--- src/rtl/muldiv_seq.sv ---
// Iterative RV32M multiply/divide unit: shift-add multiply, restoring divide, one bit per cycle.
// Define MULDIV_FAST_MUL_EN to route the four multiply ops through a single-cycle multiplier.
module muldiv_seq #(
  parameter int XLEN = 32
) (
  input  logic            clk,
  input  logic            rst_n,
  input  logic            start,
  input  logic [2:0]      fn,
  input  logic [XLEN-1:0] src1,
  input  logic [XLEN-1:0] src2,
  input  logic            flush,
  output logic            busy,
  output logic            done,
  output logic [XLEN-1:0] out
);
  // state   | meaning
  // IDLE    | waiting for an accepted start
  // CALC    | one multiply/divide iteration per edge, XLEN edges
  // DONE    | result valid on out, done pulsed for this cycle
  localparam int CNT_W = $clog2(XLEN);

  localparam logic [1:0] ST_IDLE = 2'd0;
  localparam logic [1:0] ST_CALC = 2'd1;
  localparam logic [1:0] ST_DONE = 2'd2;

  localparam logic [2:0] FN_MUL    = 3'b000;
  localparam logic [2:0] FN_MULH   = 3'b001;
  localparam logic [2:0] FN_MULHSU = 3'b010;
  localparam logic [2:0] FN_MULHU  = 3'b011;
  localparam logic [2:0] FN_DIV    = 3'b100;
  localparam logic [2:0] FN_DIVU   = 3'b101;
  localparam logic [2:0] FN_REM    = 3'b110;
  localparam logic [2:0] FN_REMU   = 3'b111;

  localparam logic [CNT_W-1:0] CNT_LAST = CNT_W'(XLEN - 1);
  localparam logic [XLEN-1:0]  INT_MIN  = {1'b1, {(XLEN-1){1'b0}}};

  logic [1:0]      state;
  logic [2:0]      fn_q;
  logic            neg_q;
  logic [XLEN-1:0] opr_q;
  logic [2*XLEN:0] acc_q;
  logic [CNT_W-1:0] cnt_q;

  logic            accept;
  logic            s1_sgn, s2_sgn, neg1, neg2, neg_in;
  logic [XLEN-1:0] mag1, mag2;
  logic            div_zero, div_ovf, special;
  logic [XLEN-1:0] special_res;

  assign busy = (state == ST_CALC);
  assign done = (state == ST_DONE);

  assign accept = (state == ST_IDLE) && start && !flush;

  always_comb begin
    s1_sgn = (fn == FN_MUL) || (fn == FN_MULH) || (fn == FN_MULHSU) ||
             (fn == FN_DIV) || (fn == FN_REM);
    s2_sgn = (fn == FN_MUL) || (fn == FN_MULH) || (fn == FN_DIV) || (fn == FN_REM);
    neg1   = s1_sgn & src1[XLEN-1];
    neg2   = s2_sgn & src2[XLEN-1];
    mag1   = neg1 ? -src1 : src1;
    mag2   = neg2 ? -src2 : src2;
    // a remainder follows the dividend's sign; products and quotients follow the xor
    neg_in = (fn == FN_REM) ? neg1 : (neg1 ^ neg2);
  end

  always_comb begin
    div_zero    = fn[2] && (src2 == '0);
    div_ovf     = ((fn == FN_DIV) || (fn == FN_REM)) && (src1 == INT_MIN) && (src2 == '1);
    special     = div_zero || div_ovf;
    special_res = '0;
    if (div_zero)
      special_res = fn[1] ? src1 : '1;
    else if (div_ovf)
      special_res = fn[1] ? '0 : INT_MIN;
  end

`ifdef MULDIV_FAST_MUL_EN
  logic [2*XLEN-1:0] ext1, ext2, prod_fast;
  logic [XLEN-1:0]   fast_res;

  always_comb begin
    ext1      = {{XLEN{neg1}}, src1};
    ext2      = {{XLEN{neg2}}, src2};
    prod_fast = ext1 * ext2;
    fast_res  = (fn == FN_MUL) ? prod_fast[XLEN-1:0] : prod_fast[2*XLEN-1:XLEN];
  end
`endif

  // acc_q holds {hi partial product, multiplier} or {partial remainder, dividend/quotient}
  logic [XLEN:0]     rem_sh, diff, sum;
  logic [2*XLEN:0]   div_nxt, mul_nxt, acc_nxt;
  logic [2*XLEN-1:0] prod, prod_s;
  logic [XLEN-1:0]   quo, rem, result;

  always_comb begin
    rem_sh  = {acc_q[2*XLEN-1:XLEN], acc_q[XLEN-1]};
    diff    = rem_sh - {1'b0, opr_q};
    div_nxt = diff[XLEN] ? {rem_sh, acc_q[XLEN-2:0], 1'b0}
                         : {diff,   acc_q[XLEN-2:0], 1'b1};
    sum     = acc_q[2*XLEN:XLEN] + (acc_q[0] ? {1'b0, opr_q} : '0);
    mul_nxt = {1'b0, sum, acc_q[XLEN-1:1]};
    acc_nxt = fn_q[2] ? div_nxt : mul_nxt;
  end

  always_comb begin
    prod   = acc_nxt[2*XLEN-1:0];
    prod_s = neg_q ? -prod : prod;
    quo    = acc_nxt[XLEN-1:0];
    rem    = acc_nxt[2*XLEN-1:XLEN];
    result = '0;
    case (fn_q)
      FN_MUL:                       result = prod_s[XLEN-1:0];
      FN_MULH, FN_MULHSU, FN_MULHU: result = prod_s[2*XLEN-1:XLEN];
      FN_DIV, FN_DIVU:              result = neg_q ? -quo : quo;
      FN_REM, FN_REMU:              result = neg_q ? -rem : rem;
      default:                      result = '0;
    endcase
  end

  always_ff @(posedge clk or negedge rst_n) begin
    if (!rst_n) begin
      state <= ST_IDLE;
      fn_q  <= '0;
      neg_q <= 1'b0;
      opr_q <= '0;
      acc_q <= '0;
      cnt_q <= '0;
      out   <= '0;
    end else begin
      case (state)
        ST_IDLE: begin
          if (accept) begin
            fn_q  <= fn;
            neg_q <= neg_in;
            cnt_q <= '0;
            if (special) begin
              out   <= special_res;
              state <= ST_DONE;
            end
`ifdef MULDIV_FAST_MUL_EN
            else if (!fn[2]) begin
              out   <= fast_res;
              state <= ST_DONE;
            end
`endif
            else begin
              opr_q <= fn[2] ? mag2 : mag1;
              acc_q <= {{(XLEN+1){1'b0}}, (fn[2] ? mag1 : mag2)};
              state <= ST_CALC;
            end
          end
        end
        ST_CALC: begin
          if (flush) begin
            state <= ST_IDLE;
          end else begin
            acc_q <= acc_nxt;
            cnt_q <= cnt_q + 1'b1;
            if (cnt_q == CNT_LAST) begin
              out   <= result;
              state <= ST_DONE;
            end
          end
        end
        ST_DONE: state <= ST_IDLE;
        default: state <= ST_IDLE;
      endcase
    end
  end

endmodule

--- config.mk ---
export PLATFORM = sky130hd
export DESIGN_NAME = muldiv_seq
export DESIGN_NICKNAME = d
export VERILOG_FILES = /design/src/rtl/muldiv_seq.sv
export SDC_FILE = /design/constraint.sdc
export NUM_CORES = 1
export LEC_CHECK = 0
export CAP_MARGIN = 20
export CORE_UTILIZATION = 40
export CTS_CLUSTER_SIZE = 20
export DETAILED_ROUTE_END_ITERATION = 8
export SETUP_SLACK_MARGIN = 0.1
export SLEW_MARGIN = 20
export SYNTH_ARGS = -nofsm -noshare
export SYNTH_HDL_FRONTEND = slang
export SYNTH_SLANG_ARGS = --single-unit
--- constraint.sdc ---
create_clock -name clk -period 8.6 [get_ports clk]
set_input_delay 0.86 -clock clk [delete_from_list [all_inputs] [get_ports clk]]
set_output_delay 0.86 -clock clk [all_outputs]
set_load 0.01 [all_outputs]
==> out/metrics.yaml <==
run_status:
  status: "finished clean"
synthesis:
  yosys_warnings: 0
  synthAdderAreaFrac_pct: 5.908
  syn_avg_cell_area_um2: 7.196
  seq_area_frac_synth_pct: 22.29
  syn_inst: 2184
  synth_area_um2: 15720
  synth_edf_count: 0
  syn_nets: 2328
  ys_types: 103
  yosys.area.top_type: "dfrtp_1"
  synthMuxAreaShare_pct: 3.543
  synthFlopType: "dfrtp_1"
  synthTopCellsByArea: "dfrtp_1 (22%), o21ai_0 (7.5%), nand2_1 (6.7%)"
  yosysTopAreaCellShare_pct: 22.29
  ys_async_sr_fraction_pct: 100.0
  ys_seq_elements: 140
  synthSimpleGateAreaFrac_pct: 24.57
  synth_compound_area_share_pct: 31.11
  synth_top_family_by_area: "compound AO/OA/AOI/OAI gates"
  synthXorXnorAreaFrac_pct: 7.022
sta:
  rsz0062_at_grt: "no"
  relSlewSlack_pct: 33.44
  fmax_mhz: 130.9
  hold_violations: 0
  hold_slack_ps: 480.8
  fin_tns_setup_ps: 0
  maxSlewViolCount: 0
  post-route-min-period_ps: 7638
  setup_violations: 0
  worstMarginPinSlew_ps: 985.8
  clock_skew_ps: 10.54
  period_share_pct: 88.81
grt:
  grt_max_degree: 87
  antenna_found_initial: 3
  overflow: 0
  grt_use_total_pct: 32.21
  grt_first_pass_wirelength_mm: 98.59
  grt_pass1_vias: 15763
finish:
  nFillCells: 3995
  drive_gt1_share_pct: 5.578
  fin_nets: 2336
  syn_to_final_growth_pct: 12.12
  final_cell_mix: "nand2_1 (281), o21ai_0 (236), nor2_1 (201)"
  diodes: 0
  final_common_cell: "nand2_1"
min_path:
  min_delay_worst_endpoint: "out[1]"
  hold_class: "register to register"
  hold_start: "out[1]"
  whs_path_depth: 2
clock_network:
  clock_latency_ps: 450
  cts_sinks: 140
  htree_num_levels: 4
  ctsHoldBuffers: 0
  cts_tree: "yes"
  cts_buffers: 17
  ctsResizeCount: 0
  clock_path_buffers: 2
  clk_pin_slew_ps: 60
  cts_setup_buffers: 0
  cts_root_buf: "clkbuf_16"
routing:
  ant_nets: 0
  drcViolationCount: 0
  wl_mm: 65.62
  vias_per_cell: 6.266
  dr.pass1.iters: 5
  avgRoutedWirePerCell_um: 24.10
  vias: 17061
  first_iter_violations: 2187
pwr:
  p_per_area_nw_per_um2: 288.8
  p_switching_w: 0.002745
  p_int_w: 0.002343
  leakage_nw: 7.033
  power_frac_comb_pct: 65.8
  switching_share_pct: 53.95
  vdd_drop_max_mv: 0.1510
  clkPwrFrac_pct: 14.9
  seqPwrFrac_pct: 19.3
die:
  core.rowCount: 72
  die_w_um: 200.2
  dieArea_um2: 40080
  chipHeight_um: 200.2
  io_pins: 105
  start_util_pct: 40.57
  fp.coreArea_um2: 38740
critical_path:
  reg2reg_from: "acc_q[53]"
  r2r_setup_slack_ps: 960
  critPathLaunchType: "register"
  cp_slowest_cell: "o221ai_1"
  path_class: "register to register"
  crit_path_end_kind: "register"
  worst_path_largest_cell_delay_ps: 670
  crit_arrival_ps: 7950
  path_max_fanout: 21
  timing.rr.end: "out[23]"
  r2r_cells: 24
  cp.required_ps: 8910
  crit_chain: "ha_1 -> a21oi_1 -> a21boi_0 -> a311oi_1 -> o21ai_0 -> o41a_1 -> and2_1 -> o21a_1 -> o21ai_0 -> nand2b_1 -> a21o_1 -> ha_1 -> inv_1 -> buf_4 -> nand2_1 -> o221ai_1 -> nand4_2 -> nor4b_4 -> nand4_1 -> or3_1 -> nand3b_1 -> o21a_1 -> o211ai_1 -> o21ai_1"
placement:
  io_buffers: 104
  dp_hpwl_mm: 51.04
  gp_congestion: 0.9860
run:
  cap_violations: 0
## per-stage QoR
step	instances	instance area [um^2]	power, W	worst slack [ps]	util (%)
floorplan	2184	15720	0.003205	2425	-
global placement	2691	17050	0.004209	1454	44.01
detailed placement	2691	17050	0.004216	1242	44.01
CTS	2723	17620	0.004989	1164	45.48
global route	2723	17620	0.005370	605.5	45.48
finish	2723	17620	0.005088	962.5	45.48
## per-layer routing
metal / global-route usage, % / vias up / part of all wire (%)
met4: 15.49 / 2 / 4.9
met5: 0 / - / 0.020
met2: 50.78 / 746 / 45
met3: 3.449 / 131 / 6.7
li1: - / 7963 / -
met1: 43.90 / 8219 / 44
## synthesized netlist by cell type (all sizes together) (10+ instances only)
cell type	n
nor4	11
a21oi	199
nand2	282
a31oi	37
mux2i	50
clkbuf	107
nand3	46
o21ai	249
a22o	14
xor2	56
ha	71
nor2	201
or3	27
and2	47
a221oi	13
nand2b	19
o211ai	41
o22ai	14
inv	74
nor3	55
and3	16
o21a	28
xnor2	70
o41ai	10
or2	13
nand4	36
a211oi	11
buf	36
dfrtp	140
a21o	25
nor2b	16
o31ai	32
## cell families (layout without fill, tap and decap cells)
family	Yosys count	after routing
simple gates	811	811
compound gates	761	761
buf+inv	218	239
flops	140	140
xor+xnor	126	126
fa+ha+maj	73	73
mux	55	55
## flip-flops by register name (all words and copies together), names as in the netlist
| name | flops |
|---|---|
| out | 32 |
| fn_q | 3 |
| cnt_q | 5 |
| state | 2 |
| opr_q | 32 |
| acc_q | 65 |
| neg_q | 1 |
## worst max path at each step
stage | start | endpoint | slack [ps] | cells past startpoint
after detailed placement | acc_q[31] | out[23] | 1240 | 26
after global placement | acc_q[31] | out[23] | 1450 | 26
after global routing | opr_q[17] | out[23] | 610 | 25
after floorplan | acc_q[53] | out[26] | 2420 | 29
after CTS | acc_q[31] | out[23] | 1160 | 26
final | acc_q[53] | out[23] | 960 | 24
## critical path, delay by kind of cell (launching register included)
family                   cells  cell delay (ps)
AO/OA/AOI/OAI               12             3050
adder cells (fa/ha/maj)      2              910
AND/OR/NAND/NOR              8             2620
buffers and inverters        2              460
flip-flops                   1              440
## area by class of cell
| type | count | area (um^2) | area share (%) |
|---|---|---|---|
| clock inverters | 10 | 116.4 | 0.6604 |
| clock buffers | 22 | 454.2 | 2.578 |
| repair buffers | 132 | 1247 | 7.080 |
| multi-input cells | 1826 | 11360 | 64.49 |
| well taps | 518 | 648.1 | 3.678 |
| flip-flops and latches | 140 | 3508 | 19.91 |
| inverters | 75 | 281.5 | 1.598 |
## power groups by stage
stage               combinational, W  clock (W)  sequential, W
floorplan                    0.00231          0       0.000897
global placement             0.00323          0       0.000979
detailed placement           0.00323          0       0.000985
CTS                          0.00325   0.000763       0.000973
global route                 0.00359   0.000786       0.000996
finish                       0.00335   0.000758       0.000980
No activity file was read; power rests on OpenSTA's default activity.
==> patch 1 (same settings) <==
The parameter `XLEN` goes from 32 to 16.
--- a/src/rtl/muldiv_seq.sv
+++ b/src/rtl/muldiv_seq.sv
@@ -2,5 +2,5 @@
 // Define MULDIV_FAST_MUL_EN to route the four multiply ops through a single-cycle multiplier.
 module muldiv_seq #(
-  parameter int XLEN = 32
+  parameter int XLEN = 16
 ) (
   input  logic            clk,
Ports: changed (resized out, src1 and src2); port bits go from 105 to 57. No check against the original RTL was run, so the function may have changed too.
==> patch 1 against the original RTL <==
  * Die area shrank 49%
  * Power is 48% lower
  * Critical path type unchanged
  * Synthesized area fell by 49%
  * Worst hold slack got worse by 120 ps
  * Sequential share of layout area up 1.1 points
  * Global-route usage is 4.5 points lower
  * Clock skew about the same
  * Final area decreased by 49%
  * Sequential cell count down 65
  * Setup slack better by 1300 ps
  * Clock power fell by 43%
  * Wire length fell by 58%
  * Highest routed layer is now met4
==> patch 1: results <==
worst_setup_path:
  slowest_delay_ps: 690
  critPathSlowestCell: "o31ai_1"
cts:
  clk_latency_ps: 350
  numCtsBuffers: 9
  h-tree-depth: 3
yosys:
  synth_commonest_cells: "nand2_1, o21ai_0, nor2_1"
  ys_top_cells_by_area: "dfrtp_1, o21ai_0, ha_1"
  syn-num-nets: 1143
  netlist-cell-type-count: 82
drt:
  dr.pass1.iters: 6
  wl_per_cell_um: 20.3
  wl_met1_um: 13000
  top_layer: "met4"
sta:
  fin_skew_ps: 10.4
  worst_pin_slew_ps: 894
grt:
  antenna_found_initial: 0
  grt_util_met3: 0.0359
  track_usage: 0.278
  grt_pass1_wl_um: 43000
placed_design:
  routabilityCongestion: 0.950
  dp_hpwl_um: 21000
run_status:
  status: "finished clean"
power_and_ir_drop:
  static-leakage-power_nw: 3.73
  ir_worst_vdd_mv: 0.109
hold_path:
  hp-class: "in -> async"
cells_and_area:
  reg_top3: "acc_q (33), opr_q (16), out (16)"
-- patch 1: cell count changes in the layout (fill, tap and decap cells not counted), moves of 24 or more --
| cell | delta |
|---|---|
| nand3_1 | -29 |
| ha_1 | -32 |
| xor2_1 | -29 |
| and2_1 | -25 |
| xnor2_1 | -32 |
| a21oi_1 | -109 |
| clkdlybuf4s50_1 | -47 |
| nand2_1 | -153 |
| dfrtp_1 | -64 |
| nor2_1 | -110 |
| o21ai_0 | -114 |
| o211ai_1 | -24 |
-- patch 1: logic make-up after synthesis --
kind of cell               share of synthesized area
adders and majority gates                     0.0663
and+or+nand+nor                                0.229
muxes                                         0.0523
DFF                                            0.236
AOI/OAI and AO/OA                              0.280
xor gates and xnor gates                      0.0715
buffers and inverters                         0.0657
-- patch 1: area by class of cell --
cell class                      count  area (um^2)
Clock buffer                        9          225
Clock inverter                      7         98.8
Fill cell                        1989        10500
Inverter                           51          191
Multi-Input combinational cell    876         5560
Sequential cell                    75         1880
Tap cell                          265          332
Timing Repair Buffer               70          663
-- patch 1: power by group --
part	total [mW]	internal, mW	switching [mW]
Clock	0.435	0.257	0.178
Combinational	1.66	0.631	1.03
Sequential	0.557	0.426	0.131
-- patch 1: worst paths after layout --
path	to	slack (ps)	startpoint	cells past startpoint
max reg2reg	out[2]	2220	acc_q[15]	23
min	acc_q[27]	360	rst_n	1
min reg2reg	out[5]	490	out[5]	2
max in group asynchronous	fn_q[2]	7070	rst_n	2
max	out[2]	2220	acc_q[15]	23
min in group clk	out[5]	490	out[5]	2
-- patch 1: through the flow --
step           total power, mW   util  instances
2_1_floorplan             1.76      -       1063
3_3_place_gp              2.18  0.443       1337
3_5_place_dp              2.18  0.443       1337
6_report                  2.66  0.460       1353
5_1_grt                   2.84  0.460       1353
4_1_cts                   2.62  0.460       1353
==> patch 2 (same settings) <==
Without the edit above. Register the inputs `start` and `flush` before use, without a reset. The logic sees them one clock later. The other inputs are not delayed to match.
--- a/src/rtl/muldiv_seq.sv
+++ b/src/rtl/muldiv_seq.sv
@@ -37,4 +37,12 @@
   localparam logic [XLEN-1:0]  INT_MIN  = {1'b1, {(XLEN-1){1'b0}}};
 
+  logic start_q;
+  logic flush_q;
+
+  always_ff @(posedge clk) begin
+    start_q <= start;
+    flush_q <= flush;
+  end
+
   logic [1:0]      state;
   logic [2:0]      fn_q;
@@ -53,5 +61,5 @@
   assign done = (state == ST_DONE);
 
-  assign accept = (state == ST_IDLE) && start && !flush;
+  assign accept = (state == ST_IDLE) && start_q && !flush_q;
 
   always_comb begin
@@ -155,5 +163,5 @@
         end
         ST_CALC: begin
-          if (flush) begin
+          if (flush_q) begin
             state <= ST_IDLE;
           end else begin
Check against the original RTL: not equivalent (Yosys sat finds a counterexample within 4 cycles, from zero or initial values and one cycle with rst_n low).
==> patch 2 against the original RTL <==
  * Wire length rose by 6.5%
  * Die area up 0.66%
  * Synthesized area grew 0.66%
  * Final area rose by 1.0%
  * Power grew 16%
  * Cell count rose by 0.62%
  * Setup slack gained 240 ps
  * Sequential cell count up 2
  * Critical endpoint unchanged
==> patch 2: results <==
placed_design:
  routabilityCongestion: 0.998
run_status:
  status: "finished clean"
worst_setup_path:
  cp_max_fo: 17
  reg2reg_slack_ps: 1200
cells_and_area:
  nets: 2354
  nNonClkInverters: 68
  drive_gt1_frac: 0.0572
  multi_input_comb_area_um2: 11500
  buf_share: 0.0720
  sh_seq_area: 0.199
  clk_share: 0.0315
  nClkBuffers: 20
drt:
  via_per_inst: 6.32
  dr.pass1.iters: 8
  wl_met1_um: 30200
  met2WireLength_um: 31400
  drtIter0Drc: 1833
sta:
  slew_headroom: 0.230
  period_share: 0.860
  fin_skew_ps: 11.2
yosys:
  synth_commonest_cells: "nand2_1, o21ai_0, a21oi_1"
  yosys.area_share.adder: 0.0595
  synthArstFlopShare: 0.986
  muxShareOfSynthArea: 0.0434
  seq_area_frac_synth: 0.224
power_and_ir_drop:
  ir_worst_vdd_mv: 0.121
cts:
  cts.sinks: 142
grt:
  track_usage: 0.340
  grt_pass1_wl_um: 104000
  grt_use_met2: 0.537
  grt_use_met1: 0.447
  grt_util_met3: 0.0466
==> patch 2: cell types whose count changed after synthesis, moves of 8 or more <==
cell,change
a211oi_1,+15
a21oi_1,+18
a221oi_1,-9
a31oi_1,-9
buf_2,+9
clkbuf_1,-12
inv_1,-10
mux2_2,+12
nand2b_1,+8
nor4_1,+10
xnor2_1,+11
xor2_1,-13
==> patch 2: path summary, 6_finish.rpt <==
| check | startpoint | to | cells past startpoint |
|---|---|---|---|
| worst max-delay path | opr_q[9] | out[23] | 22 |
| worst min-delay path | rst_n | opr_q[27] | 1 |
| worst max register to register | opr_q[9] | out[23] | 22 |
| worst min register to register | out[22] | out[22] | 2 |
| max in group asynchronous | rst_n | fn_q[2] | 2 |
| min in group clk | out[22] | out[22] | 2 |
==> patch 2: critical path, delay by kind of cell (launching register included) <==
family	cells	cell delay, ps
mux	2	700
compound gates	8	2000
simple gates	7	2270
flops	1	380
buf+inv	2	730
fa+ha+maj	2	1040
xor+xnor	1	110
==> patch 2: power groups by stage <==
stage | registers (mW) | clock network, mW | logic, mW
floorplan | 0.937 | 0 | 2.76
global placement | 1.02 | 0 | 3.99
detailed placement | 1.03 | 0 | 3.99
CTS | 1.02 | 0.755 | 4.01
global route | 1.04 | 0.782 | 4.39
finish | 1.02 | 0.752 | 4.11
==> patch 2: per-stage QoR <==
| step | utilization | area, um^2 | power, mW | std cells | hold WS [ps] |
|---|---|---|---|---|---|
| after floorplan | - | 15800 | 3.70 | 2188 | 464 |
| after global placement | 0.444 | 17200 | 5.01 | 2707 | 483 |
| after detailed placement | 0.444 | 17200 | 5.01 | 2708 | 478 |
| after CTS | 0.458 | 17800 | 5.78 | 2740 | 476 |
| after global routing | 0.458 | 17800 | 6.22 | 2740 | 510 |
| final | 0.458 | 17800 | 5.89 | 2740 | 450 |
